[config.mk]
export PLATFORM = sky130hd
export DESIGN_NAME = pwm_ramp_ctrl
export DESIGN_NICKNAME = d
export VERILOG_FILES = /design/src/rtl/pwm_ramp_ctrl_pkg.sv /design/src/rtl/pwm_ramp_ctrl_tick.sv /design/src/rtl/pwm_ramp_ctrl.sv
export SDC_FILE = /design/constraint.sdc
export NUM_CORES = 1
export LEC_CHECK = 0
export ABC_CLOCK_PERIOD_IN_PS = 3600
export CAP_MARGIN = 20
export CORE_MARGIN = 2
export CORE_UTILIZATION = 30
export CTS_CLUSTER_DIAMETER = 150
export DETAILED_ROUTE_END_ITERATION = 16
export SLEW_MARGIN = 30
export SYNTH_ARGS = -nofsm -noshare
export SYNTH_HDL_FRONTEND = slang
export SYNTH_SLANG_ARGS = --single-unit
export TNS_END_PERCENT = 20
[constraint.sdc]
create_clock -name clk -period 3.6 [get_ports clk]
set_input_delay 0.36 -clock clk [delete_from_list [all_inputs] [get_ports clk]]
set_output_delay 0.36 -clock clk [all_outputs]
set_load 0.1 [all_outputs]
[src/rtl/pwm_ramp_ctrl_pkg.sv]
// Shared motor-control types and duty arithmetic helpers.
// Latency: n/a (types and pure functions only).
// Backpressure: n/a.
package pwm_ramp_ctrl_pkg;

    typedef enum logic [1:0] {
        RUN     = 2'd0,
        RAMP_DN = 2'd1,
        DEAD    = 2'd2
    } ramp_state_t;

    // Full-scale duty (100%) for an r-bit pwm resolution.
    function automatic logic [31:0] duty_full(input int unsigned r);
        return 32'(1) << r;
    endfunction

    // Move cur up by step, never past lim.
    function automatic logic [31:0] sat_up(input logic [31:0] cur,
                                           input logic [31:0] step,
                                           input logic [31:0] lim);
        logic [31:0] sum;
        sum = cur + step;
        return (sum > lim) ? lim : sum;
    endfunction

    // Move cur down by step, never below lim (no unsigned wrap).
    function automatic logic [31:0] sat_dn(input logic [31:0] cur,
                                           input logic [31:0] step,
                                           input logic [31:0] lim);
        return (cur < lim + step) ? lim : cur - step;
    endfunction

endpackage

[src/rtl/pwm_ramp_ctrl_tick.sv]
// Ramp-rate divider: one-clock tick every tick_div+1 clocks.
// Latency: tick asserts combinationally while the count equals tick_div.
// Backpressure: none; clr holds the count at zero and suppresses the tick.
module ramp_tick_gen (
    input  logic        clk,
    input  logic        reset,
    input  logic        clr,
    input  logic [31:0] tick_div,
    output logic        tick
);

    logic [31:0] cnt;

    assign tick = !clr && (cnt == tick_div);

    // Free-running counter; a live tick_div below the count wraps it to zero.
    always_ff @(posedge clk or posedge reset) begin
        if (reset) begin
            cnt <= '0;
        end else if (clr || (cnt >= tick_div)) begin
            cnt <= '0;
        end else begin
            cnt <= cnt + 32'(1);
        end
    end

endmodule

[src/rtl/pwm_ramp_ctrl.sv]
// Slews pwm duty toward a signed speed command; reversals ramp to zero and wait dead time.
// Latency: duty/dir registered; first duty change at most tick_div+2 clocks after a command.
// Backpressure: cmd_ready low while in dead time or while disabled.
module pwm_ramp_ctrl
    import pwm_ramp_ctrl_pkg::*;
#(
    parameter int R           = 8,
    parameter int DEAD_CYCLES = 100
) (
    input  logic         clk,
    input  logic         reset,
    input  logic         enable,
    input  logic [31:0]  tick_div,
    input  logic [R-1:0] step,
    input  logic         cmd_valid,
    output logic         cmd_ready,
    input  logic [R+1:0] cmd_speed,
    output logic [R:0]   duty,
    output logic         dir,
    output logic         at_target
);

    localparam logic [R:0] FULL = (R+1)'(duty_full(R));
    localparam int         CW   = $clog2(DEAD_CYCLES + 1);
    localparam logic [CW-1:0] DEAD_LAST = CW'(DEAD_CYCLES - 1);

    ramp_state_t   state, state_nxt;
    logic [R:0]    duty_nxt;
    logic          dir_nxt;
    logic [CW-1:0] dead_cnt, dead_cnt_nxt;
    logic [R:0]    target_mag;
    logic          target_dir;
    logic          tick;
    logic          cmd_take;
    logic [R+1:0]  cmd_abs;
    logic [R:0]    cmd_mag;
    logic [R:0]    run_duty;
    logic [R:0]    zero_duty;
    logic          dir_mismatch;
    logic          target_ok;

    ramp_tick_gen u_tick (
        .clk      (clk),
        .reset    (reset),
        .clr      (!enable),
        .tick_div (tick_div),
        .tick     (tick)
    );

    assign cmd_ready = enable && (state != DEAD);
    assign cmd_take  = cmd_valid && cmd_ready;

    // Magnitude in R+2 bits: negating the most-negative code yields 2^(R+1), which then clamps.
    assign cmd_abs = cmd_speed[R+1] ? (~cmd_speed + (R+2)'(1)) : cmd_speed;
    assign cmd_mag = (cmd_abs > (R+2)'(FULL)) ? FULL : cmd_abs[R:0];

    assign run_duty  = (duty < target_mag)
                     ? (R+1)'(sat_up(32'(duty), 32'(step), 32'(target_mag)))
                     : (R+1)'(sat_dn(32'(duty), 32'(step), 32'(target_mag)));
    assign zero_duty = (R+1)'(sat_dn(32'(duty), 32'(step), 32'(0)));

    assign dir_mismatch = (target_mag != '0) && (target_dir != dir);
    assign target_ok    = (target_dir == dir) || (target_mag == '0);
    assign at_target    = (state == RUN) && (duty == target_mag) && target_ok;

    // Next-state and duty/dir decode; disable overrides everything but reset.
    always_comb begin
        state_nxt    = state;
        duty_nxt     = duty;
        dir_nxt      = dir;
        dead_cnt_nxt = dead_cnt;
        case (state)
            RUN: begin
                if (dir_mismatch) begin
                    state_nxt = RAMP_DN;
                    if (tick) duty_nxt = zero_duty;
                end else if (tick) begin
                    duty_nxt = run_duty;
                end
            end
            RAMP_DN: begin
                if (target_ok) begin
                    state_nxt = RUN;
                    if (tick) duty_nxt = run_duty;
                end else if (duty == '0) begin
                    state_nxt    = DEAD;
                    dead_cnt_nxt = '0;
                end else if (tick) begin
                    duty_nxt = zero_duty;
                end
            end
            DEAD: begin
                duty_nxt = '0;
                if (dead_cnt == DEAD_LAST) begin
                    dir_nxt   = target_dir;
                    state_nxt = RUN;
                end else begin
                    dead_cnt_nxt = dead_cnt + CW'(1);
                end
            end
            default: state_nxt = RUN;
        endcase
        if (!enable) begin
            state_nxt = RUN;
            duty_nxt  = '0;
            dir_nxt   = dir;
        end
    end

    // FSM, duty and direction registers.
    always_ff @(posedge clk or posedge reset) begin
        if (reset) begin
            state    <= RUN;
            duty     <= '0;
            dir      <= 1'b0;
            dead_cnt <= '0;
        end else begin
            state    <= state_nxt;
            duty     <= duty_nxt;
            dir      <= dir_nxt;
            dead_cnt <= dead_cnt_nxt;
        end
    end

    // Target latch: accepted commands replace any pending target; disable clears magnitude.
    always_ff @(posedge clk or posedge reset) begin
        if (reset) begin
            target_mag <= '0;
            target_dir <= 1'b0;
        end else if (!enable) begin
            target_mag <= '0;
        end else if (cmd_take) begin
            target_mag <= cmd_mag;
            target_dir <= cmd_speed[R+1];
        end
    end

endmodule

==> flow_metrics.py <==
metrics = {
    "routing": {
        "drt_iter0_markers": 367,
        "wl_per_cell_um": 14.1,
        "num_vias": 5350,
        "antenna_left": 0,
        "post-route-drc-count": 0,
        "vias_per_cell": 4.85,
        "dr.pass1.iters": 5,
        "drt_wl_total_um": 15500,
    },
    "die": {
        "die_y_um": 144,
        "die_x_um": 144,
        "ios": 66,
        "core_area_um2": 19300,
        "rows": 51,
        "start_util_pct": 30.4,
        "die-area_um2": 20700,
    },
    "synthesis": {
        "syn_nets": 852,
        "syn_avg_cell_area_um2": 8.32,
        "yosys_warnings": 0,
        "syn_inst": 707,
        "yosysUniqueCellTypes": 68,
        "synth_edf_count": 0,
        "synthTopCellsByArea": "dfrtp_1 (26%), ha_1 (19%), nor2_1 (5.1%)",
        "synth_seq_cells": 61,
        "synthArstFlopShare_pct": 100,
        "synth_top_cell_area_share_pct": 26.0,
        "mappedNetlistArea_um2": 5880,
        "yosysTopAreaCell": "dfrtp_1",
        "ys.flop_type": "dfrtp_1",
        "synth-seq-area-share_pct": 26.0,
    },
    "final_layout": {
        "drive_above_1_share_pct": 17.0,
        "antenna_cells": 0,
        "fin_util_pct": 40.3,
        "area_delta_synth_final_pct": 32.7,
        "nets": 977,
        "final_cell_mix": "nor2_1 (80), ha_1 (80), inv_1 (76)",
    },
    "clocking": {
        "root_buffer": "clkbuf_16",
        "numCtsBuffers": 9,
        "insertion_delay_ps": 330,
        "cts_tree": "built",
        "cts.sinks": 61,
        "htreeDepth": 3,
        "cts_buffer_depth": 2,
        "clk_pin_slew_ps": 60,
    },
    "grt": {
        "grt_overflow_total": 0,
        "grt_max_degree": 34,
        "antenna_found_initial": 0,
        "grt_usage_pct": 15.4,
        "grt_pass1_wl_um": 25400,
        "grt_pass1_vias": 5104,
    },
    "worst_setup_path": {
        "path_delay_family": "simple AND/OR/NAND/NOR gates",
        "worstSetupEndpointType": "flip-flop",
        "r2r_cells": 18,
        "critPathKind": "reg -> reg",
        "cp_data_required_time_ps": 3800,
        "r2r_end": "duty[4]",
        "crit_path_start_kind": "flip-flop",
        "cp_max_fo": 5,
        "cp.arrival_ps": 3750,
        "crit_buf_inv": 5,
        "slowest_stage": "fa_2",
        "crit_path_cell_trace": "buf_4 > inv_1 > fa_2 > o21ai_4 > a21oi_2 > xor2_1 > ha_1 > buf_4 > buf_4 > nand3_1 > and3_1 > o21a_1 > o22ai_1 > or3_4 > buf_4 > or2_2 > o221ai_1 > o21ai_1",
        "rrSetupSlack_ps": 50,
        "cp_common_cell": "buf_4",
        "critPathMaxStageDelay_ps": 390,
        "regToRegStartpoint": "duty[1]",
    },
    "placement": {
        "gp_congestion": 0.871,
        "io_buffers": 65,
        "dp_hpwl_um": 12500,
    },
    "timing": {
        "relSlewSlack_pct": 34.2,
        "finalSetupViolCount": 0,
        "slew_violations": 0,
        "rsz0062_at_grt": "true",
        "clock.fmax_mhz": 282,
        "fin_tns_setup_ps": 0,
        "period_share_pct": 98.5,
        "worst_pin_slew_ps": 984,
        "skew_ps": 8.94,
        "min_period_ps": 3550,
        "final_hold_viol_count": 0,
    },
    "power_and_ir_drop": {
        "p_leak_uw": 0.00363,
        "ir_drop_uv": 252,
        "power_density_nw_per_um2": 345,
    },
    "outcome": {
        "status": "finished, final reports clean",
    },
    "min_path": {
        "hp-class": "in -> async",
    },
    "run": {
        "max-cap-violations": 0,
    },
}
-- how the worst max path moves through the flow --
stage,slack (ps),from,depth (start not counted),endpoint
finish,50,duty[1],18,duty[4]
global route,-80,target_mag[0],18,duty[8]
CTS,-20,step[2],18,duty[8]
detailed placement,-540,step[1],18,duty[5]
global placement,-520,step[1],18,duty[5]
floorplan,-170,duty[0],16,duty[8]
-- layer usage --
metal  GRT usage, %  share of wire (%)  vias to the layer above
met1           22.2                 49                     2475
met2           23.4                 45                      118
met5              0                  0                        -
li1               -                  -                     2743
met4           4.70                1.4                        0
met3           2.91                4.9                       14
-- power breakdown --
group	internal [uW]	switching (uW)	total, uW
Sequential	730	51.4	782
Combinational	371	511	882
Clock	695	330	1020
Total	1800	893	2690
-- cells by family (layout without fill, tap and decap cells) --
kind of cell,after synthesis,count (layout),share of synthesized area [%]
DFF,61,61,26.0
muxes,6,6,1.06
xor gates and xnor gates,61,61,9.09
buffers and inverters,90,220,5.85
adders and majority gates,91,91,19.7
and+or+nand+nor,237,237,19.9
AOI/OAI and AO/OA,161,161,18.4
-- stage by stage --
stage	area (um2)	instances	hold slack, ps	power, uW	worst slack, ps
final	7800	1102	479	2690	54.9
after detailed placement	7290	1085	515	1640	-537
after CTS	7670	1102	516	2680	-16.1
after global routing	7800	1102	552	2840	-75.7
after floorplan	5920	707	474	1360	-166
after global placement	7290	1085	512	1630	-519
-- sequential cells by signal (all words and copies together), names as in the netlist --
register    flops
u_tick.cnt     32
duty            9
target_mag      9
dead_cnt        7
state           2
dir             1
target_dir      1
-- cell type report --
| type | count | area [um2] |
|---|---|---|
| Tap cell | 265 | 332 |
| Fill cell | 1955 | 11500 |
| Inverter | 77 | 289 |
| Timing Repair Buffer | 127 | 1110 |
| Multi-Input combinational cell | 556 | 4190 |
| Clock buffer | 10 | 239 |
| Sequential cell | 61 | 1530 |
| Clock inverter | 6 | 109 |
-- synth_stat cells, drive strengths merged, types with 3 or more instances --
master	count
ha	88
a21o	17
clkbuf	7
nor4	6
or3	8
a21oi	36
or4	3
and3	8
dfrtp	61
o21ai	45
nand2b	7
a22oi	9
o21bai	4
nand3	23
nor2b	6
a221oi	3
o21a	5
a31oi	5
xnor2	34
nor3	17
buf	6
inv	77
o221ai	7
xor2	27
o2111ai	3
nand4	18
a211oi	4
nor2	80
mux2i	4
nand2	46
or2	9
o31ai	4
fa	3
-- what timing repair did --
action | CTS | global route
buffers inserted | 1 | 0
hold buffers | 0 | 0
endpoints found under the setup margin | 9 | 9
pin swaps | 6 | 20
resized for setup | 12 | 23
cloned | 0 | 0
Power figures use the tool's default switching activity.
